$ cat config.mk
export PLATFORM = sky130hd
export DESIGN_NAME = fetch_align_buffer_flat
export DESIGN_NICKNAME = d
export VERILOG_FILES = /design/src/rtl/fetch_align_buffer_if.sv /design/src/rtl/fetch_align_buffer.sv /design/src/flat_wrapper.sv
export SDC_FILE = /design/constraint.sdc
export NUM_CORES = 1
export LEC_CHECK = 0
export ABC_AREA = 0
export CAP_MARGIN = 0
export CORE_UTILIZATION = 35
export DETAILED_ROUTE_END_ITERATION = 6
export HOLD_SLACK_MARGIN = 0.1
export PLACE_DENSITY = 0.54
export SLEW_MARGIN = 20
export SYNTH_ARGS = -nofsm -noshare
export SYNTH_HDL_FRONTEND = slang
export SYNTH_SLANG_ARGS = --single-unit
$ cat constraint.sdc
create_clock -name clk -period 4.9 [get_ports clk]
set_input_delay 0.98 -clock clk [delete_from_list [all_inputs] [get_ports clk]]
set_output_delay 0.98 -clock clk [all_outputs]
set_load 0.005 [all_outputs]
$ cat src/rtl/fetch_align_buffer_if.sv
// Bundles the I-cache fill and decode handshake signals of the fetch align buffer.
// The master side is the buffer itself; the slave side is the cache/decode environment.
interface fetch_align_buffer_if;
  logic [31:0]  IC_ADDR;
  logic [127:0] IC_LINE;
  logic         IC_VALID;
  logic         IC_READY;
  logic [127:0] IR;
  logic         IR_VALID;
  logic [31:0]  EIP;
  logic         D_CONSUME;
  logic [3:0]   D_LENGTH;
  logic         REDIRECT;
  logic [31:0]  REDIRECT_EIP;

  modport master (
    output IC_ADDR, IC_READY, IR, IR_VALID, EIP,
    input  IC_LINE, IC_VALID, D_CONSUME, D_LENGTH, REDIRECT, REDIRECT_EIP
  );

  modport slave (
    input  IC_ADDR, IC_READY, IR, IR_VALID, EIP,
    output IC_LINE, IC_VALID, D_CONSUME, D_LENGTH, REDIRECT, REDIRECT_EIP
  );
endinterface

$ cat src/rtl/fetch_align_buffer.sv
// Byte-aligning instruction fetch buffer: a 32-byte circular buffer filled with
// 16-byte cache lines, presenting a 16-byte window rotated so that the next
// instruction's first byte sits in IR[7:0].
module fetch_align_buffer #(
  parameter logic [31:0] RESET_EIP = 32'h0000_0000
) (
  input  logic                 clk,
  input  logic                 reset,
  fetch_align_buffer_if.master bus
);

  typedef enum logic {ALIGN = 1'b0, STREAM = 1'b1} state_t;

  state_t       r_state;
  logic [7:0]   r_buf [32];
  logic [4:0]   r_head;
  logic [5:0]   r_count;
  logic         r_wrHalf;
  logic [27:0]  r_fa;
  logic [31:0]  r_eip;
  logic [3:0]   r_skip;

  logic         w_icReady;
  logic         w_irValid;
  logic         w_fill;
  logic         w_consume;
  logic [5:0]   w_fillAmt;
  logic [5:0]   w_consAmt;
  logic [127:0] w_ir;

  // The buffer only takes a line when the free half is guaranteed empty; a
  // redirect in the same cycle blocks the handshake so the cache keeps the line.
  assign w_icReady = (r_count <= 6'd16) && !bus.REDIRECT;
  assign w_irValid = (r_count >= 6'd16);
  assign w_fill    = bus.IC_VALID && w_icReady;
  assign w_consume = bus.D_CONSUME && w_irValid && (bus.D_LENGTH != 4'd0);
  assign w_fillAmt = w_fill ? 6'd16 : 6'd0;
  assign w_consAmt = w_consume ? {2'b00, bus.D_LENGTH} : 6'd0;

  // Rotate the circular buffer so the head byte lands in the lowest lane; the
  // 5-bit index wraps naturally across the 31->0 boundary.
  always_comb begin
    w_ir = '0;
    for (int i = 0; i < 16; i++) begin
      w_ir[8*i +: 8] = r_buf[r_head + 5'(i)];
    end
  end

  // Byte storage: an accepted line always fills a whole 16-byte half, chosen by r_wrHalf.
  always_ff @(posedge clk or negedge reset) begin
    if (!reset) begin
      for (int k = 0; k < 32; k++) begin
        r_buf[k] <= 8'h00;
      end
    end else if (w_fill) begin
      for (int k = 0; k < 16; k++) begin
        r_buf[{r_wrHalf, k[3:0]}] <= bus.IC_LINE[8*k +: 8];
      end
    end
  end

  // Control FSM: redirect wins over everything; ALIGN drops leading bytes of the first line, STREAM tracks occupancy.
  always_ff @(posedge clk or negedge reset) begin
    if (!reset) begin
      r_state  <= ALIGN;
      r_head   <= 5'd0;
      r_count  <= 6'd0;
      r_wrHalf <= 1'b0;
      r_fa     <= RESET_EIP[31:4];
      r_eip    <= RESET_EIP;
      r_skip   <= RESET_EIP[3:0];
    end else if (bus.REDIRECT) begin
      r_state  <= ALIGN;
      r_head   <= 5'd0;
      r_count  <= 6'd0;
      r_wrHalf <= 1'b0;
      r_fa     <= bus.REDIRECT_EIP[31:4];
      r_eip    <= bus.REDIRECT_EIP;
      r_skip   <= bus.REDIRECT_EIP[3:0];
    end else begin
      if (w_fill) begin
        r_wrHalf <= ~r_wrHalf;
        r_fa     <= r_fa + 28'd1;
      end
      case (r_state)
        ALIGN: begin
          if (w_fill) begin
            r_head  <= {r_wrHalf, r_skip};
            r_count <= 6'd16 - {2'b00, r_skip};
            r_state <= STREAM;
          end
        end
        STREAM: begin
          r_count <= r_count + w_fillAmt - w_consAmt;
          if (w_consume) begin
            r_head <= r_head + {1'b0, bus.D_LENGTH};
            r_eip  <= r_eip + {28'd0, bus.D_LENGTH};
          end
        end
        default: r_state <= ALIGN;
      endcase
    end
  end

  assign bus.IC_ADDR  = {r_fa, 4'h0};
  assign bus.IC_READY = w_icReady;
  assign bus.IR       = w_ir;
  assign bus.IR_VALID = w_irValid;
  assign bus.EIP      = r_eip;

endmodule

$ cat src/flat_wrapper.sv
// flat-port wrapper written by rule: the top's interface ports become plain ports
module fetch_align_buffer_flat 
#(
  parameter logic [31:0] RESET_EIP = 32'h0000_0000
)
  (clk, reset, bus_IC_ADDR, bus_IC_READY, bus_IR, bus_IR_VALID, bus_EIP, bus_IC_LINE, bus_IC_VALID, bus_D_CONSUME, bus_D_LENGTH, bus_REDIRECT, bus_REDIRECT_EIP);
  fetch_align_buffer_if bus_i ();
  input  logic clk;
  input  logic reset;
  output wire logic [$bits(bus_i.IC_ADDR)-1:0] bus_IC_ADDR;
  output wire logic [$bits(bus_i.IC_READY)-1:0] bus_IC_READY;
  output wire logic [$bits(bus_i.IR)-1:0] bus_IR;
  output wire logic [$bits(bus_i.IR_VALID)-1:0] bus_IR_VALID;
  output wire logic [$bits(bus_i.EIP)-1:0] bus_EIP;
  input wire logic [$bits(bus_i.IC_LINE)-1:0] bus_IC_LINE;
  input wire logic [$bits(bus_i.IC_VALID)-1:0] bus_IC_VALID;
  input wire logic [$bits(bus_i.D_CONSUME)-1:0] bus_D_CONSUME;
  input wire logic [$bits(bus_i.D_LENGTH)-1:0] bus_D_LENGTH;
  input wire logic [$bits(bus_i.REDIRECT)-1:0] bus_REDIRECT;
  input wire logic [$bits(bus_i.REDIRECT_EIP)-1:0] bus_REDIRECT_EIP;
  assign bus_IC_ADDR = bus_i.IC_ADDR;
  assign bus_IC_READY = bus_i.IC_READY;
  assign bus_IR = bus_i.IR;
  assign bus_IR_VALID = bus_i.IR_VALID;
  assign bus_EIP = bus_i.EIP;
  assign bus_i.IC_LINE = bus_IC_LINE;
  assign bus_i.IC_VALID = bus_IC_VALID;
  assign bus_i.D_CONSUME = bus_D_CONSUME;
  assign bus_i.D_LENGTH = bus_D_LENGTH;
  assign bus_i.REDIRECT = bus_REDIRECT;
  assign bus_i.REDIRECT_EIP = bus_REDIRECT_EIP;
  fetch_align_buffer #(.RESET_EIP(RESET_EIP)) u_core (.clk(clk), .reset(reset), .bus(bus_i));
endmodule
==> results of run 1 <==
[per-layer routing]
layer / vias up / routed length [um] / GRT usage [%] / part of all wire [%]
met4: 0 / 4313 / 10.34 / 3.8
li1: 9830 / - / - / -
met2: 1319 / 52570 / 45.81 / 46
met3: 170 / 9679 / 4.733 / 8.5
met1: 12040 / 47730 / 40.79 / 42
met5: - / 0 / 0 / 0
[state kept, by name, indices dropped and copies added, names as in the netlist]
name,flops
u_core.bus.EIP,32
u_core.r_buf,256
u_core.r_fa,28
u_core.r_skip,4
u_core.r_count,6
u_core.r_state,1
u_core.r_head,5
u_core.r_wrHalf,1
[worst min path at each step]
| stage | end | slack, ns |
|---|---|---|
| 4_1_cts | u_core.r_fa[17] | 0.46 |
| 3_5_place_dp | u_core.r_fa[25] | 0.53 |
| 2_1_floorplan | u_core.r_wrHalf | 0.49 |
| 6_report | u_core.r_fa[17] | 0.43 |
| 5_1_grt | u_core.r_fa[15] | 0.47 |
| 3_3_place_gp | u_core.r_fa[25] | 0.53 |
[layout by cell type (no fill, tap or decap), drive strengths merged, types with 7 or more instances in the layout]
| master | netlist | final |
|---|---|---|
| nand2 | 476 | 476 |
| mux2 | 404 | 404 |
| clkdlybuf4s50 | 0 | 356 |
| dfrtp | 333 | 333 |
| mux4 | 278 | 278 |
| o22ai | 192 | 192 |
| nor2 | 128 | 128 |
| buf | 104 | 67 |
| clkbuf | 72 | 61 |
| xnor2 | 46 | 46 |
| nor3 | 44 | 44 |
| o21ai | 34 | 34 |
| xor2 | 34 | 34 |
| nand3 | 32 | 32 |
| inv | 28 | 32 |
| ha | 31 | 31 |
| a21oi | 30 | 30 |
| nor4 | 26 | 26 |
| nand4 | 17 | 17 |
| o211ai | 11 | 11 |
| nor2b | 10 | 10 |
| and2 | 9 | 9 |
| a211oi | 9 | 9 |
| nand2b | 8 | 8 |
| and4 | 7 | 7 |
| a21boi | 7 | 7 |
| clkinv | 1 | 7 |
[kinds of logic (layout without fill, tap and decap cells)]
| logic type | after synthesis | in the layout |
|---|---|---|
| DFF | 333 | 333 |
| muxes | 686 | 686 |
| adders and majority gates | 34 | 34 |
| and+or+nand+nor | 783 | 783 |
| other | 1 | 7 |
| buffers and inverters | 205 | 527 |
| AOI/OAI and AO/OA | 309 | 309 |
| xor gates and xnor gates | 80 | 80 |
[power by group through the flow]
stage | clock network, uW | registers (uW) | logic, uW
2_1_floorplan | 0 | 4850 | 11100
3_3_place_gp | 0 | 5500 | 20400
3_5_place_dp | 0 | 5650 | 20500
4_1_cts | 3300 | 5610 | 20700
5_1_grt | 3400 | 5820 | 22000
6_report | 3230 | 5680 | 21100
[area by class of cell]
cell class,count,area [sq um]
fill,6983,41950
multi-input combinational,1896,17480
sequential,333,8342
timing repair buffer,423,4305
tap,969,1212
clock buffer,61,1202
clock inverter,14,215.2
inverter,29,108.9
antenna,3,7.507
[metrics by stage]
stage | util (%) | power [uW] | instance area, sq um
2_1_floorplan | - | 16000 | 26650
3_3_place_gp | 41.87 | 25930 | 31330
3_5_place_dp | 41.87 | 26140 | 31330
4_1_cts | 43.80 | 29590 | 32770
5_1_grt | 43.93 | 31240 | 32870
6_report | 43.93 | 30060 | 32870
[repair_timing]
item / CTS / global route
hold buffers: 0 / 0
hold endpoints to repair: 0 / 0
setup endpoints to repair: 4 / 43
setup buffers: 0 / 3
pin swaps: 0 / 2
resized for setup: 5 / 12
==> results.txt, run 1 <==
Outcome: completed
Destination of the worst register-to-register timing path: u_core.r_count[5]
Clock tree root driver cell: sky130_fd_sc_hd__clkbuf_16
Placed instance count: 3647
Internal power summed over all cells: 15860 uW
Number of cells on the critical path: 8
Clock latency on the worst-skew pair: 0.59 ns
CP Capture Point: bus_IR[47]
Number of synthesized register bits: 333
Area of the core: 74820 sq um
WHS: 0.4262 ns
Leading cell types by count after synthesis: sky130_fd_sc_hd__nand2_1, sky130_fd_sc_hd__mux2_2, sky130_fd_sc_hd__dfrtp_1
Grt total ovfl: 0
Clock tree from TritonCTS: done
Library cell with the highest instance count after synthesis: sky130_fd_sc_hd__nand2_1
Routed Wire Length: 114300 um
Async set-or-reset flop fraction in the synthesized netlist: 100.0%
Clock buffers created by TritonCTS: 41
Number of enable flip-flop cells after synthesis: 0
Combinational cell fraction of total power: 70.3%
Clock edge transition at the registers on the reported setup and hold paths: 0.06 ns
Category of cells accounting for the largest share of critical-path delay: buffers and inverters
Relative contribution of sequential cells to total power: 18.9%
Maximum ir drop on the vdd rail: 635.0 uV
Area share of the largest cell type after synthesis: 31.28%
Pwr Density: 914.5 nW/um^2
Worst path most repeated cell: sky130_fd_sc_hd__buf_4
Reg-to-reg critical path startpoint: u_core.r_count[0]
Antenna viol nets, final: 0
Cells on worst reg2reg path: 10
Detailed-routing iteration count for the pre-antenna-repair pass: 5
Final worst clock skew: 0.03443 ns
Aggregate global-route resource usage: 29.23%
Post-detail-place hpwl: 89190 um
Setup WS pre-CTS: 0.3641 ns
Least-Margin Pin Slew: 0.9916 ns
Crit path launch type: flop
Count of buffers from port buffering: 358
Master of the slowest instance on the critical path: sky130_fd_sc_hd__xnor2_1
Routability cong.: 1.025
Routed length per instance: 30.66 um
Required time of the worst setup path: 3.92 ns
Portion of netlist area occupied by mux cells: 40.73%
Maximum clock frequency: 205.4 MHz
Share of post-route cells with drive strength above 1: 30.66%
Period minus WS final: 4.869 ns
Highest cell delay on the worst timing path: 0.63 ns
Headroom to the max-slew limit: 33.34%
CTS sink cnt: 333
Via density: 6.267
CP Launch Point: u_core.r_head[2]
Cell Count, Final, Fillers Out: 3728
Worst EP arrival: 3.89 ns
Class of the tightest hold or removal check: in2async
Crit path buffers/inverters: 3
Crit-path cells: buf_4 -> buf_4 -> a21oi_1 -> xnor2_1 -> nand2_1 -> o22ai_1 -> nor2_1 -> clkdlybuf4s50_1
Cell variety after synth: 61
Synth-to-layout area growth: 23.39%
Worst Path Class, Setup: reg2out
Most used flip-flop cell after synthesis: sky130_fd_sc_hd__dfrtp_1
Synth area leaders: sky130_fd_sc_hd__dfrtp_1, sky130_fd_sc_hd__mux4_2, sky130_fd_sc_hd__mux2_2
Yosys warning count: 0
Floorplan die area: 77220 sq um
Number of nets in the finished design: 2927
Ports placed on the boundary: 363
Share of the yosys chip area belonging to registers: 31.28%
Switching power share of the total: 47.24%
Crit-path max FO: 47
Xor-xnor portion of the synthesized cell area: 2.658%
Area of the mapped netlist: 26640 sq um
Deepest clock path buffer count: 3
Number of max-slew violations in the final report: 0
Mean instance size in the synthesized netlist: 10.96 sq um
Endpoints failing setup: 0
Dominant cell type by area after synthesis: sky130_fd_sc_hd__dfrtp_1
H-Tree Level Count: 2
Wire length of the first global-routing pass: 163500 um
Number of maximum-capacitance violations: 0
Die Span X: 277.9 um
Final setup margin: 0.03080 ns
Hold violation count in the final report: 0
Remaining DRCs: 0
Simple-gate area share of the yosys netlist: 12.64%
Net switching power: 14200 uW
Starting density of the core: 35.60%
Number of DRC markers after the initial detailed-route iteration: 2910
Die height: 277.9 um
Maximum number of pins on one net before global-route repair: 104
Vias in the first global route: 22640
Register-to-Register Setup Slack: 2.06 ns
Final cycle utilization of the critical path: 99.37%
Dominant combinational cell family by area after synthesis: multiplexers
Via count: 23360
Total number of placement rows: 100
Critical Path Sink Type: output pin
Post-Route Setup TNS: 0 ns
Antenna violations before repair: 5
Relative contribution of the clock network to total power: 10.8%
Reported leakage power: 0.01259 uW
Post-Synth Adder-Cell Area: 1.681%
Post-synthesis compound-gate area fraction: 7.327%
Synth Instances: 2431
Note: power is estimated with default switching activity, not from simulation.
==> inputs of run 2 (changes only) <==
CAP_MARGIN = default   (was 0)
==> results of run 2 <==
Final layout, timing and power as in run 1 (identical DEF).
